**src/rtl/cipher_word_decoder.sv**
```systemverilog
// cipher_word_decoder
//   Undoes the co-processor's two-pass bit-permutation cipher on 16-bit words.
//   A word is accepted on a valid/ready input. It is run through ROUNDS inverse
//   rounds, where each round is pass A (P2inv) followed by pass B (P1inv), one
//   cycle per pass. The plaintext is then presented on a valid/ready output.
//   Only one word is in flight at a time.
//
// Parameters
//   ROUNDS      inverse rounds per word, 1..15
// Ports
//   clk         clock, rising edge
//   reset       synchronous, active-high
//   in_valid    ciphertext present on in_data
//   in_ready    decoder idle and able to accept a word
//   in_data     ciphertext word
//   out_valid   plaintext present on out_data
//   out_ready   consumer takes out_data
//   out_data    plaintext word (meaningful only while out_valid)
//   busy        high whenever the decoder is not idle
//   word_count  words delivered since reset, modulo 256
module cipher_word_decoder #(
    parameter int ROUNDS = 1
) (
    input  logic        clk,
    input  logic        reset,
    input  logic        in_valid,
    output logic        in_ready,
    input  logic [15:0] in_data,
    output logic        out_valid,
    input  logic        out_ready,
    output logic [15:0] out_data,
    output logic        busy,
    output logic [7:0]  word_count
);

    typedef enum logic [1:0] {
        IDLE = 2'd0,
        UNA  = 2'd1,
        UNB  = 2'd2,
        HOLD = 2'd3
    } state_t;

    state_t      state;
    logic [15:0] work;
    logic [3:0]  rnd;

    // Inverse of the second forward pass: re-interleaves the two byte halves.
    function automatic logic [15:0] p2inv(input logic [15:0] y);
        return {y[0], y[8],  y[1], y[9],  y[2], y[10], y[3], y[11],
                y[4], y[12], y[5], y[13], y[6], y[14], y[7], y[15]};
    endfunction

    // Inverse of the first forward pass.
    function automatic logic [15:0] p1inv(input logic [15:0] y);
        return {y[15], y[11], y[7],  y[4], y[8], y[14], y[10], y[6],
                y[3],  y[0],  y[13], y[9], y[5], y[2],  y[1],  y[12]};
    endfunction

    // The handshake and status outputs are flops updated together with the
    // state, so they never depend combinationally on any input.
    always_ff @(posedge clk) begin
        if (reset) begin
            state      <= IDLE;
            work       <= 16'h0000;
            rnd        <= 4'd0;
            word_count <= 8'd0;
            in_ready   <= 1'b1;
            out_valid  <= 1'b0;
            busy       <= 1'b0;
        end else begin
            case (state)
                IDLE: begin
                    if (in_valid && in_ready) begin
                        work     <= in_data;
                        rnd      <= 4'(ROUNDS - 1);
                        state    <= UNA;
                        in_ready <= 1'b0;
                        busy     <= 1'b1;
                    end
                end
                UNA: begin
                    work  <= p2inv(work);
                    state <= UNB;
                end
                UNB: begin
                    work <= p1inv(work);
                    if (rnd == 4'd0) begin
                        state     <= HOLD;
                        out_valid <= 1'b1;
                    end else begin
                        rnd   <= rnd - 4'd1;
                        state <= UNA;
                    end
                end
                HOLD: begin
                    // The word is held until it is taken. A new word can only
                    // be accepted from IDLE on the following cycle.
                    if (out_ready) begin
                        word_count <= word_count + 8'd1;
                        state      <= IDLE;
                        out_valid  <= 1'b0;
                        busy       <= 1'b0;
                        in_ready   <= 1'b1;
                    end
                end
                default: begin
                    state     <= IDLE;
                    in_ready  <= 1'b1;
                    out_valid <= 1'b0;
                    busy      <= 1'b0;
                end
            endcase
        end
    end

    assign out_data = work;

endmodule

```
**config.mk**
```make
export PLATFORM = sky130hd
export DESIGN_NAME = cipher_word_decoder
export DESIGN_NICKNAME = d
export VERILOG_FILES = /design/src/rtl/cipher_word_decoder.sv
export SDC_FILE = /design/constraint.sdc
export NUM_CORES = 1
export LEC_CHECK = 0
export CAP_MARGIN = 20
export CORE_ASPECT_RATIO = 1.75
export CORE_MARGIN = 2
export CORE_UTILIZATION = 40
export DETAILED_ROUTE_END_ITERATION = 10
export PLACE_DENSITY = 0.68
export SLEW_MARGIN = 20
export SYNTH_ARGS = -nofsm -noshare
export SYNTH_HDL_FRONTEND = slang
export SYNTH_SLANG_ARGS = --single-unit
```
**constraint.sdc**
```tcl
create_clock -name clk -period 1.9 [get_ports clk]
set_input_delay 0.475 -clock clk [delete_from_list [all_inputs] [get_ports clk]]
set_output_delay 0.475 -clock clk [all_outputs]
set_load 0.05 [all_outputs]
```
# == Word level (Yosys, flattened, before mapping) ==
# Cells that the tools add are included.
# Widths: inputs -> output; s select.
# classes
reduce_logical,16
add_sub_neg,2
muxes,17
bitwise_logic,2
eq_ne,7
# ops
cell,count
$pmux 16 s3,1
$mux 16,1
$reduce_and 3->1,5
$add 8x1->8 const B,1
$mux 4,2
$ne 2x2->1 const B,4
$pmux 2 s4,1
$pmux 4 s2,1
$reduce_bool 2->1,4
$mux 2,3
$pmux 1 s2,3
$reduce_and 2->1,3
$mux 1,5
$eq 2x2->1 const B,2
$logic_not 4->1,1
$sub 4x1->4 const B,1
$reduce_bool 3->1,1
$eq 2x1->1 const B,1
$logic_not 2->1,1
$not 1->1,2
$logic_and 1x1->1,1
# totals
out_inout_bits,27
elab_cells,53
inputBits,20
reg_bits,33

# == Depth between registers and ports, before layout ==
# logic_depth
word_depth,3
depth_mapped,7
mapped_depth_nobuf,5

# == Least setup slack after synthesis ==
# Ideal clock, no wire load.
# synth_timing
kind,reg-to-reg
from,register state[0]
to,register work[15] (netlist: out_data[15])
path_stages_with_launch,7
period_less_slack_ns,1.605
arrival_ns,1.474
path_buffers,1
setup_ns,0.131
t_required_ns,1.769
setup_slack_ns,0.295
path_cell_list,dfxtp_1 inv_1 ha_1 a21boi_4 buf_2 a2111oi_0 nor3_1
# synth_via
elab_chain_cells,3
word_cells_on_any_way,8
cone_classes,3 x eq/ne; 1 x mux; 1 x bitwise; 3 x reduce/logical
# synth_rtl
element,line_no,rtl
"start, declared",43,state_t state;
"start signal, assigned",63,state <= IDLE;
"start signal, assigned",76,state <= UNA;
"start signal, assigned",83,state <= UNB;
$eq 2x1->1 (tied with other cells),71,case (state)
$reduce_bool 2->1 (no line) (tied with other cells),-,
$reduce_and 3->1 (no line),-,
"end signal, assigned",74,work <= in_data;
"end signal, assigned",82,work <= p2inv(work);
"end signal, assigned",86,work <= p1inv(work);
"end, declared",44,logic [15:0] work;
# Parallel ways exist; a longest one is shown, timed or not.
# A chain may end at the register's enable or synchronous reset.

# == Worst setup path after layout ==
# layout_timing
from,register state[0]
to,register rnd[2]
# layout_via
elab_chain_cells,3
word_cells_on_any_way,7
cone_classes,3 x eq/ne; 1 x mux; 3 x reduce/logical
# layout_rtl
element,line_no,rtl
$eq 2x2->1 / $logic_not 2->1 (equally long branches),71,
$ne 2x2->1 (no line) / $reduce_bool 2->1 (equally long branches),-,
$reduce_and 3->1 (no line),-,
"end signal, assigned",75,rnd <= 4'(ROUNDS - 1);
"end signal, assigned",91,rnd <= rnd - 4'd1;
"end, declared",45,logic [3:0] rnd;
# Parallel ways exist; a longest one is shown, timed or not.

==> metrics.md <==
| Metric | Value |
|---|---|
| Cts bufs inserted | 5 |
| Post-Synthesis Cell Area | about 1700 µm² |
| CTS clock-pin slew for the worst setup and hold paths | 0.07 ns |
| Crit path DAT | ~1.9 ns |
| Ys async rst share | 0% |
| DP Wirelength | ~3300 µm |
| Pre-CTS WS | 0.0320 ns |
| Max frequency | between 500 and 600 MHz |
| DR iter-0 viols | 17 |
| Aggregate negative setup slack | 0 ns |
| Die Y | 91.2 µm |
| Root Driver | clkbuf_8 |
| RSZ-0062 raised after global routing | no |
| Layout cells sized above 1 | 22.0% |
| Worst slew pin tran | just under 0.4 ns |
| Tmin final | between 1.5 and 2 ns |
| Period utilization | between 80% and 90% |
| Slew margin rel. | roughly 74% |
| DRC viols | 0 |
| Ports | between 40 and 50 |
| Hold_buf cts | 0 |
| GP Congestion | a little over 0.8 |
| Worst reg-to-reg setup slack | slightly above 0.2 ns |
| Worst Setup EP | rnd[2]$_SDFFE_PP0P_ |
| Share of the synthesized area in the top cell type | a little under two fifths |
| Sequential area share after synthesis | roughly two fifths |
| Synth warnings | 0 |
| Peak VDD IR | between 1 and 1.5 mV |
| Routed WL per cell | approximately 14 µm |
| R2r startpoint | state[0]$_SDFFE_PP0P_ |
| Post-CTS setup buffers | 0 |
| Worst skew pair latency | approximately 0.29 ns |
| Number of global-route vias before repair | approximately 1,600 |
| Rows | 31 |
| CTS tree | yes |
| Gate Count Post-Synth | around 200 |
| Vias | between 1,500 and 2,000 |
| Top FF cell, synth | dfxtp_1 |
| Crit path kind | flip-flop to flip-flop |
| Placed instance area | 2260 µm² |
| Library cells used by synthesis | 36 |
| Htree depth | 2 |
| Avg Inst Size Synth | roughly 8.6 µm² |
| Area contributors post-synth | dfxtp_1 (38%), a21oi_1 (7.8%), ha_1 (5.8%) |
| First drt pass iteration count | 4 |
| Final setup margin | around 0.2 ns |
| Register bit total from synthesis | 33 |
| Vias per inst | between 5 and 6 |
| Area of the core | around 4200 µm² |
| Startpoint Class | flip-flop |
| Largest net degree at the start of global routing | 14 |
| Initial antenna violation count | 0 |
| RR Endpoint | rnd[2]$_SDFFE_PP0P_ |
| Detail Route Antenna Nets | 0 |
| Fillcell total | 380 |
| Max-slew violation count | 0 |
| Status | finished, final reports clean |
| Antenna diodes | 0 |
| CTS Buffer Depth | 2 |
| EDFF count, synth | 0 |
| Critical path capture point type | flip-flop |
| Area leader, netlist | dfxtp_1 |
| Die width | 53.8 µm |
| Area grow syn2layout | 37.7% |
| PortBufs | 46 |
| Number of cells on the worst reg-to-reg path | 5 |
| Total wire length | ~4500 µm |
| Syn Nets | 231 |
| Setup violations, final | 0 |
| Leakage | between 0.9 and 1 nW |
| Hold violation total from the final report | 0 |
| Die area | just under 5000 µm² |
| Final instance area | approximately 2400 µm² |
| Max_cap viols | 0 |
| Min-delay worst type | flip-flop to flip-flop |
| First-pass GRT wire length | about 7400 µm |
| Layout Skew | ~0.009 ns |
| Gr usage total | between 10% and 20% |
| Initial Util | 41.8% |
| Critical Path Start | state[0]$_SDFFE_PP0P_ |
| Nets | between 200 and 300 |
| Overflow after GRT | 0 |
| CTS Sinks | 33 |
| CP Max Fanout | 5 |
| Cell Pwr Density | 1840 nW/µm² |
| Hold WS | just under 0.5 ns |
| Req. time, crit path | 2.12 ns |
stage by stage:
step                power (mW)  instances  utilization, %
floorplan                 2.86        203               -
global route              4.69        308            57.6
detailed placement        3.68        300            54.5
global placement          3.67        300            54.5
finish                    4.39        308            57.6
CTS                       4.38        308            57.3
worst min path at each step:
stage / from / endpoint / slack [ns] / cells past startpoint
6_report: word_count[7]$_SDFFE_PP0P_ / word_count[7]$_SDFFE_PP0P_ / 0.48 / 2
4_1_cts: word_count[7]$_SDFFE_PP0P_ / word_count[7]$_SDFFE_PP0P_ / 0.48 / 2
3_3_place_gp: word_count[7]$_SDFFE_PP0P_ / word_count[7]$_SDFFE_PP0P_ / 0.47 / 2
5_1_grt: word_count[7]$_SDFFE_PP0P_ / word_count[7]$_SDFFE_PP0P_ / 0.52 / 2
2_1_floorplan: rnd[1]$_SDFFE_PP0P_ / rnd[1]$_SDFFE_PP0P_ / 0.49 / 2
3_5_place_dp: word_count[7]$_SDFFE_PP0P_ / word_count[7]$_SDFFE_PP0P_ / 0.47 / 2
layer usage:
layer	track usage, %	share of wire (%)	up-vias
met1	24.2	43	793
met5	0	0	-
met4	8.55	2.3	0
met3	3.78	3.8	9
li1	-	-	873
met2	32.9	51	44
placed cells by master (no fill, tap or decap), types with 6 or more instances in the layout:
master and instances:
a22o_1 11, dfxtp_1 33, clkdlybuf4s50_1 19, a21oi_1 27, nor3_1 7, inv_1 9, buf_4 43, a22oi_1 11
ha_1 7, nor2_1 19, clkbuf_8 6, o31ai_1 6
critical path, cell delays in order, from the launching register on:
cell and delay [ns]:
dfxtp_1 0.40, inv_1 0.11, ha_1 0.28, nor4bb_4 0.19, or4_1 0.47, a31oi_1 0.18
power breakdown:
group	total (mW)	switching (mW)	internal (mW)	leakage (nW)
combinational	2.55	1.55	0.999	0.630
sequential	1.15	0.239	0.915	0.270
clock	0.688	0.261	0.428	0.0585
total	4.39	2.05	2.34	0.958
what timing repair did:
item                                    CTS  global route
resized for setup                         0             4
endpoints found under the hold margin     0             0
endpoints found under the setup margin    0             3
cell usage after synthesis (all sizes together), types with 2 or more instances:
master,n
a2111o,2
a2111oi,4
a21oi,27
a22o,11
a22oi,11
a31oi,4
and3,4
buf,7
clkbuf,8
dfxtp,33
ha,8
inv,9
nand2,5
nand2b,3
nand3,5
nand3b,2
nand4,5
nor2,19
nor3,7
o21ai,5
o21bai,2
o31ai,6
or3,3
or4,3
flip-flops by register name, indices dropped and copies added, names as in the netlist:
signal	cells
rnd	4
in_ready	1
busy	1
word_count	8
out_valid	1
state	2
out_data	16
layout make-up:
class / count / area [µm²] / area share [%]
Multi-Input combinational cell: 146 / 986 / 41.2
Clock inverter: 1 / 30.0 / 1.26
Timing Repair Buffer: 63 / 533 / 22.3
Tap cell: 49 / 61.3 / 2.56
Inverter: 9 / 33.8 / 1.41
Clock buffer: 7 / 86.3 / 3.61
Sequential cell: 33 / 661 / 27.6
logic make-up after synthesis:
kind of cell / Yosys count / share of synthesized area [%]
fa+ha+maj: 8 / 5.76
compound gates: 77 / 30.9
simple gates: 59 / 18.3
buf+inv: 24 / 5.98
xor+xnor: 2 / 1.01
flops: 33 / 38.0
Note: power is estimated with default switching activity, not from simulation.
